### config.mk
export PLATFORM = sky130hd
export DESIGN_NAME = life_engine
export DESIGN_NICKNAME = d
export VERILOG_FILES = /design/src/rtl/life_pkg.sv /design/src/rtl/life_lfsr.sv /design/src/rtl/life_engine.sv
export SDC_FILE = /design/constraint.sdc
export NUM_CORES = 2
export LEC_CHECK = 0
export ABC_CLOCK_PERIOD_IN_PS = 31500
export CAP_MARGIN = 30
export CORE_ASPECT_RATIO = 1.5
export CORE_MARGIN = 8
export CORE_UTILIZATION = 40
export DETAILED_ROUTE_END_ITERATION = 8
export PLACE_DENSITY_LB_ADDON = 0.08
export SLEW_MARGIN = 20
export SYNTH_ARGS = -nofsm -noshare
export SYNTH_HDL_FRONTEND = slang
export SYNTH_HIERARCHICAL = 1
export SYNTH_SLANG_ARGS = --single-unit
### constraint.sdc
create_clock -name clk -period 31.5 [get_ports clk]
set_clock_uncertainty 0.1 [all_clocks]
set_input_delay 4.725 -clock clk [delete_from_list [all_inputs] [get_ports clk]]
set_output_delay 4.725 -clock clk [all_outputs]
set_load 0.02 [all_outputs]
### src/rtl/life_pkg.sv
// life_pkg: shared types and constants for the Game-of-Life engine.
//   life_state_t     : engine FSM states
//   LFSR_SEED/TAPS   : 16-bit Fibonacci LFSR seed and feedback mask (taps 16,14,13,11)
//   MASK_B3/MASK_S23 : default Conway birth/survive masks
//   nb_dx/nb_dy      : neighbour walk order, offsets encoded 0=-1, 1=0, 2=+1
package life_pkg;

    typedef enum logic [1:0] {
        ST_IDLE   = 2'd0,
        ST_INIT   = 2'd1,
        ST_UPDATE = 2'd2,
        ST_COPY   = 2'd3
    } life_state_t;

    localparam logic [15:0] LFSR_SEED = 16'hACE1;
    localparam logic [15:0] LFSR_TAPS = 16'hB400;  // bits 15,13,12,10

    localparam logic [8:0]  MASK_B3   = 9'h008;
    localparam logic [8:0]  MASK_S23  = 9'h00C;

    // Neighbours k=0..7: (-1,-1) (0,-1) (+1,-1) (-1,0) (+1,0) (-1,+1) (0,+1) (+1,+1)
    function automatic logic [1:0] nb_dx(input logic [2:0] k);
        case (k)
            3'd0, 3'd3, 3'd5: nb_dx = 2'd0;
            3'd1, 3'd6:       nb_dx = 2'd1;
            default:          nb_dx = 2'd2;
        endcase
    endfunction

    function automatic logic [1:0] nb_dy(input logic [2:0] k);
        case (k)
            3'd0, 3'd1, 3'd2: nb_dy = 2'd0;
            3'd3, 3'd4:       nb_dy = 2'd1;
            default:          nb_dy = 2'd2;
        endcase
    endfunction

endpackage

### src/rtl/life_lfsr.sv
// life_lfsr: free-running 16-bit Fibonacci LFSR, shifts left every cycle with
// feedback into bit 0; held at LFSR_SEED while rst_n is low (synchronous).
//   clk   : clock
//   rst_n : synchronous active-low reset
//   out   : current LFSR state
module life_lfsr
    import life_pkg::*;
(
    input  logic        clk,
    input  logic        rst_n,
    output logic [15:0] out
);

    logic [15:0] r_q;

    always_ff @(posedge clk) begin
        if (!rst_n) begin
            r_q <= LFSR_SEED;
        end else begin
            r_q <= {r_q[14:0], ^(r_q & LFSR_TAPS)};
        end
    end

    assign out = r_q;

endmodule

### src/rtl/life_engine.sv
// life_engine: sequential cellular-automaton engine on a 2^LOG_W x 2^LOG_H board.
// Cell address is {y,x}. A step walks every cell (8 neighbour cycles + 1 apply
// cycle) into the next board, then copies next into current one cell per cycle.
// A random fill writes LFSR bit 0 into every cell in ascending order.
//   clk, rst_n                  : clock, synchronous active-low reset (reset starts a fill)
//   step_req, rand_req          : start one generation / random fill (rand wins)
//   birth_mask, survive_mask    : rule masks indexed by neighbour count, latched on accept
//   wrap_en                     : 1 = toroidal edges, 0 = off-board cells are dead
//   wr_en, wr_addr, wr_data     : host cell write, honoured only in IDLE
//   rd_addr, rd_data            : combinational read of the current board
//   busy, done                  : not-IDLE flag, one-cycle pulse on return to IDLE
//   gen_count                   : generations completed since the last fill
//   pop_count                   : live cells, maintained only with LIFE_ENGINE_POPCOUNT_EN
module life_engine
    import life_pkg::*;
#(
    parameter int unsigned LOG_W = 4,
    parameter int unsigned LOG_H = 4
) (
    input  logic                   clk,
    input  logic                   rst_n,
    input  logic                   step_req,
    input  logic                   rand_req,
    input  logic [8:0]             birth_mask,
    input  logic [8:0]             survive_mask,
    input  logic                   wrap_en,
    input  logic                   wr_en,
    input  logic [LOG_W+LOG_H-1:0] wr_addr,
    input  logic                   wr_data,
    input  logic [LOG_W+LOG_H-1:0] rd_addr,
    output logic                   rd_data,
    output logic                   busy,
    output logic                   done,
    output logic [15:0]            gen_count,
    output logic [LOG_W+LOG_H:0]   pop_count
);

    localparam int unsigned AW = LOG_W + LOG_H;
    localparam int unsigned N  = 1 << AW;

    life_state_t   r_state;
    logic [N-1:0]  r_cur;
    logic [N-1:0]  r_next;
    logic [AW-1:0] r_cell;
    logic [3:0]    r_phase;
    logic [3:0]    r_cnt;
    logic [8:0]    r_birth;
    logic [8:0]    r_surv;
    logic          r_wrap;
    logic          r_done;
    logic [15:0]   r_gen;

    logic [15:0]      w_lfsr;
    logic             w_unused_lfsr;
    logic [LOG_W-1:0] w_x;
    logic [LOG_H-1:0] w_y;
    logic [LOG_W-1:0] w_nx;
    logic [LOG_H-1:0] w_ny;
    logic             w_x_oob;
    logic             w_y_oob;
    logic             w_nb_live;
    logic             w_accept;

    life_lfsr u_lfsr (
        .clk   (clk),
        .rst_n (rst_n),
        .out   (w_lfsr)
    );

    // Only bit 0 feeds the fill.
    assign w_unused_lfsr = ^w_lfsr[15:1];

    assign w_x      = r_cell[LOG_W-1:0];
    assign w_y      = r_cell[AW-1:LOG_W];
    assign w_accept = (r_state == ST_IDLE) && (step_req || rand_req);

    // Neighbour address for the current phase; coordinates wrap naturally and
    // the out-of-board flags suppress the contribution when wrapping is off.
    always_comb begin
        w_nx    = w_x;
        w_ny    = w_y;
        w_x_oob = 1'b0;
        w_y_oob = 1'b0;
        case (nb_dx(r_phase[2:0]))
            2'd0:    begin w_nx = w_x - LOG_W'(1); w_x_oob = (w_x == '0); end
            2'd2:    begin w_nx = w_x + LOG_W'(1); w_x_oob = (&w_x);      end
            default: ;
        endcase
        case (nb_dy(r_phase[2:0]))
            2'd0:    begin w_ny = w_y - LOG_H'(1); w_y_oob = (w_y == '0); end
            2'd2:    begin w_ny = w_y + LOG_H'(1); w_y_oob = (&w_y);      end
            default: ;
        endcase
        w_nb_live = r_cur[{w_ny, w_nx}] & (r_wrap | ~(w_x_oob | w_y_oob));
    end

    // Engine FSM with board storage.
    always_ff @(posedge clk) begin
        if (!rst_n) begin
            r_state <= ST_INIT;
            r_cell  <= '0;
            r_phase <= '0;
            r_cnt   <= '0;
            r_done  <= 1'b0;
            r_gen   <= '0;
            r_birth <= MASK_B3;
            r_surv  <= MASK_S23;
            r_wrap  <= 1'b1;
        end else begin
            r_done <= 1'b0;
            case (r_state)
                ST_IDLE: begin
                    if (wr_en) begin
                        r_cur[wr_addr] <= wr_data;
                    end
                    if (w_accept) begin
                        r_birth <= birth_mask;
                        r_surv  <= survive_mask;
                        r_wrap  <= wrap_en;
                        r_cell  <= '0;
                        r_phase <= '0;
                        r_cnt   <= '0;
                        r_state <= rand_req ? ST_INIT : ST_UPDATE;
                    end
                end
                ST_INIT: begin
                    r_cur[r_cell] <= w_lfsr[0];
                    r_cell        <= r_cell + AW'(1);
                    if (&r_cell) begin
                        r_state <= ST_IDLE;
                        r_done  <= 1'b1;
                        r_gen   <= '0;
                    end
                end
                ST_UPDATE: begin
                    if (r_phase == 4'd8) begin
                        r_next[r_cell] <= r_cur[r_cell] ? r_surv[r_cnt] : r_birth[r_cnt];
                        r_cnt          <= '0;
                        r_phase        <= '0;
                        r_cell         <= r_cell + AW'(1);
                        if (&r_cell) begin
                            r_state <= ST_COPY;
                        end
                    end else begin
                        r_cnt   <= r_cnt + 4'(w_nb_live);
                        r_phase <= r_phase + 4'd1;
                    end
                end
                ST_COPY: begin
                    r_cur[r_cell] <= r_next[r_cell];
                    r_cell        <= r_cell + AW'(1);
                    if (&r_cell) begin
                        r_state <= ST_IDLE;
                        r_done  <= 1'b1;
                        r_gen   <= r_gen + 16'd1;
                    end
                end
                default: r_state <= ST_IDLE;
            endcase
        end
    end

`ifdef LIFE_ENGINE_POPCOUNT_EN
    localparam int unsigned PW = AW + 1;
    logic [PW-1:0] r_pop;

    // Recounted from zero on every fill/step since INIT and COPY rewrite every cell.
    always_ff @(posedge clk) begin
        if (!rst_n || w_accept) begin
            r_pop <= '0;
        end else if (r_state == ST_INIT) begin
            r_pop <= r_pop + PW'(w_lfsr[0]);
        end else if (r_state == ST_COPY) begin
            r_pop <= r_pop + PW'(r_next[r_cell]);
        end else if (r_state == ST_IDLE && wr_en && (wr_data != r_cur[wr_addr])) begin
            r_pop <= wr_data ? r_pop + PW'(1) : r_pop - PW'(1);
        end
    end

    assign pop_count = r_pop;
`else
    assign pop_count = '0;
`endif

    assign rd_data   = r_cur[rd_addr];
    assign busy      = !rst_n || (r_state != ST_IDLE);
    assign done      = r_done;
    assign gen_count = r_gen;

endmodule

# Word-level counts from Yosys, hierarchy flattened
# Cells that the tools add are included.
# classes
n_addsub	8
n_lt_le_gt_ge	7
n_eq_ne	19
muxes	47
bitwise_logic	4
reduce_logical	33
# ops
operator	n
bitwise mux 256 bit	4
case mux 256 bit (3 select lines)	1
two-way mux 256 bit	1
< comparator 8 x 9 -> 1 bit (second input constant)	4
binary-select mux 1 bit (select 8 bit)	4
two-way mux 16 bit	2
case mux 16 bit (2 select lines)	1
case mux 4 bit (2 select lines)	4
case mux 8 bit (3 select lines)	1
adder 16 x 1 -> 16 bit (second input constant)	1
demux 1 bit (select 8 bit)	2
greater-or-equal comparator 8 x 1 -> 1 bit (second input constant)	2
two-way mux 8 bit	2
parity 16 bit	1
adder 4 x 1 -> 4 bit (second input constant)	3
two-way mux 4 bit	3
inequality test 2 bit (second input constant)	6
AND reduction 4 bit	3
two-way mux 1 bit	10
two-way mux 2 bit	5
== test 3 bit (second input constant)	3
AND reduction 3 bit	3
adder 8 x 1 -> 8 bit (second input constant)	1
binary-select mux 1 bit (select 4 bit)	2
27 further kinds	49
# word_totals
reg_bits	582
in_bits	41
output_inout_bits	28
word_cells	130

# Logic depth before layout (Yosys ltp)
# depth
depth_word	12
ltp_mapped	27

# Modules after synthesis
# The synthesis kept the hierarchy.
# by_module_without_submodules
mod	n_inst	cells_per_inst	area_each_um2
life_engine	1	4464	42717.2
life_lfsr	1	36	451.7

# Worst setup path before layout
# Ideal clock, no wire load.
# synth_path
path_type	input -> output
from	input rd_addr[0]
to	output rd_data
arrival_ps	7659
setup_slack_ps	19016
stages	6
n_path_buf	2
path_cell_list	clkbuf_1 > buf_1 > mux4_2 > mux4_2 > mux4_2 > mux4_2
# synth_between
elab_chain_cells	2
# synth_lines
element	line	text
start, declared	life_engine.sv:30	input logic [LOG_W+LOG_H-1:0] rd_addr,
binary-select mux 1 bit (select 8 bit)	life_engine.sv:185	assign rd_data = r_cur[rd_addr];
two-way mux 1 bit (implied by the code)	life_engine.sv:185	
end, declared	life_engine.sv:31	output logic rd_data,
# Every way passes these cells. The select of a mux whose other input is x is not followed.

# Final worst setup path
# Same ends and word-level chain as after synthesis.

==> results.md <==
- Synthesis Warnings: 6
- Final net count: 4317
- Clock buffer depth: 3
- Initial antenna violation count: 3
- Yosys reg bits: approximately 580
- Sink Count: just under 600
- DRT antenna net count: 0
- IO Port Bufs: just under 60
- Commonest non-fill, non-tap cell in the layout: nor2_1
- Setup repair after global routing missed its margin: no
- Ports: slightly below 70
- GRT met1 Usage: a little under two fifths
- WL/cell: 34.47 um
- First-iteration detailed-routing DRC count: about 5100
- Critical Path End Type: primary output
- P&R area growth vs syn: 8.834%
- Met2 Resource Use GR: 50.49%
- Final Util: 43.89%
- Full die area: about 0.12 mm^2
- Chip width: around 280 um
- CORE AREA: about 0.11 mm^2
- R2r worst-path depth: 13
- Post-Route WL: about 200000 um
- Worst-path clk slew: approximately 60 ps
- Setup violations, final: 0
- CTS root buffer: clkbuf_16
- Post-synth top area cell: edfxtp_1
- Leading post-synthesis cells by cell area: edfxtp_1, mux4_2, mux2i_1
- Critical path class: input port to primary output
- Number of global-route vias before repair: roughly 38000
- Fin. Hold Viols: 0
- Pwr per Cell Area: 43.92 mW/mm^2
- LEAKAGE: around 15 nW
- GRT overflow: 0
- DR vias/cell: roughly 7
- Number of H-tree levels: 3
- Final WS setup: 17920 ps
- Setup tns final: 0 ps
- Grt peak-use layer: met2
- Final Non-Filler Cells: between 5000 and 6000
- Mapped cell area: approximately 0.043 mm^2
- Status: finished, final reports clean
- Synth unique cells: 67
- Total track usage: between 30% and 40%
- Pwr Total: approximately 2.1 mW
- Postcts setup bufs: 0
- Slew @ Worst Pin: approximately 1100 ps
- Synth async-reset ratio: 0%
- Class of the worst hold path: register to register
- TritonCTS clock tree: yes
- WP data arrival: a little under 9000 ps
- Detail Placement HPWL: between 100000 and 150000 um
- Most common flop cell mapped by yosys: edfxtp_1
- Placed Cells: between 5000 and 6000
- Pre-CTS setup slack: around 18000 ps
- Global-route wire length before repair: 279500 um
- Period minus WS final: ~14000 ps
- Pre-antenna DRT Iters: 6
- Critical Path Start Type: input port
- Num rows: roughly 150
- Worst-Skew Late Latency: 680 ps
- Syn_area_per_cell: between 9 and 10 um^2
- Clock buffer count from CTS: 66
- Drt drc: 0
- Cells after synthesis: between 4000 and 5000
- Vias: 39850
- Sequential area share after synthesis: around 40%
- Tcrit/Tclk final: a little over two fifths
- Die extent in y: between 400 and 500 um
- Hold Buf Count CTS: 0
- Worst VDD drop: around 0.036 mV
- Layout cell share with drive strength beyond 1: roughly 14%
- Max cap viols: 0
- Achievable Freq: 73.62 MHz
- Max Slew Vio Count: 0
- Initial core utilization: between 40% and 50%
- Post-synth top area share: 35.62%
- CP required: 26680 ps
- Worst relative slew slack: 23.50%
- Final GP Congestion: between 0.9 and 1
- Post-synth EDFFs: 512
- CTS resizes: 0
- Largest net degree at the start of global routing: ~140
- Worst hold path cell count: 1
- Crit-path max FO: 40
- Most frequent cells in the layout: nor2_1, nand2_1, edfxtp_1
- Met3 Use GR: about 6%
## cells by family (layout without fill, tap and decap cells)
kind of cell / after synthesis / count (layout) / share of synthesized area, %
and+or+nand+nor: 1623 / 1623 / 15.87
AOI/OAI and AO/OA: 1106 / 1106 / 17.24
muxes: 609 / 609 / 21.56
DFF: 582 / 582 / 38.86
buffers and inverters: 531 / 329 / 5.246
xor gates and xnor gates: 29 / 29 / 0.6318
adders and majority gates: 19 / 19 / 0.5855
other: 1 / 11 / 0.008687
## final timing paths
check	from	to	slack [ps]
min reg2reg	u_lfsr/out[14]	u_lfsr/out[15]	310
max	rd_addr[0]	rd_data	17920
min	u_lfsr/out[14]	u_lfsr/out[15]	310
max reg2reg	r_cell[0]	r_cur[58]	23760
## layout make-up
class                      count  area (um^2)
antenna                        2        5.005
clock buffer                  84         1762
clock inverter                33        319.1
fill                       10320        60060
inverter                      16        60.06
multi-input combinational   3395        24430
sequential                   582        16800
tap                         1415         1770
timing repair buffer         196         1843
## flip-flops by register name, indices dropped and copies added (netlist names), 2 cells and up
register and cells:
gen_count 16, r_birth 9, r_cell 8, r_cnt 4
r_cur 256, r_next 256, r_phase 4, r_state 2
r_surv 9, u_lfsr/out 16
## power by group
| group | switching, mW | total [mW] | internal [mW] |
|---|---|---|---|
| sequential | 0.0436 | 0.901 | 0.857 |
| clock | 0.361 | 0.794 | 0.433 |
| combinational | 0.224 | 0.369 | 0.145 |
| total | 0.628 | 2.06 | 1.44 |
## stage by stage
stage               hold WS, ps  instance area, um^2
floorplan                 286.3                43200
global placement          290.4                44580
detailed placement        293.7                44770
CTS                       308.4                46850
global route              339.6                46980
finish                    305.4                46980
## synthesized netlist by cell type (17+ instances only)
master,n
nand2b_1,22
o21ai_1,50
a21oi_1,391
nand3_1,123
and2_1,41
o221ai_1,174
buf_2,30
buf_4,20
a211oi_1,45
nor2_1,624
buf_6,20
mux2i_1,323
edfxtp_1,512
mux2_2,32
mux4_2,253
o21ai_0,88
nand2_1,534
o211ai_1,177
nor2b_1,29
buf_1,66
nor3_1,210
ha_1,17
dfxtp_1,70
a21boi_0,19
a221o_1,84
clkbuf_1,372
## critical path, cell delays in order
cell and delay (ps):
buf_4 410, buf_4 730, mux4_2 610, mux4_2 540, mux4_2 550, mux4_2 530
clkdlybuf4s50_1 580
## layer usage
layer / routed length, um / vias to the layer above
met5: 13 / -
met4: 17750 / 2
met3: 16600 / 651
met2: 91000 / 2383
met1: 71930 / 20140
li1: - / 16680
Power figures use the tool's default switching activity.
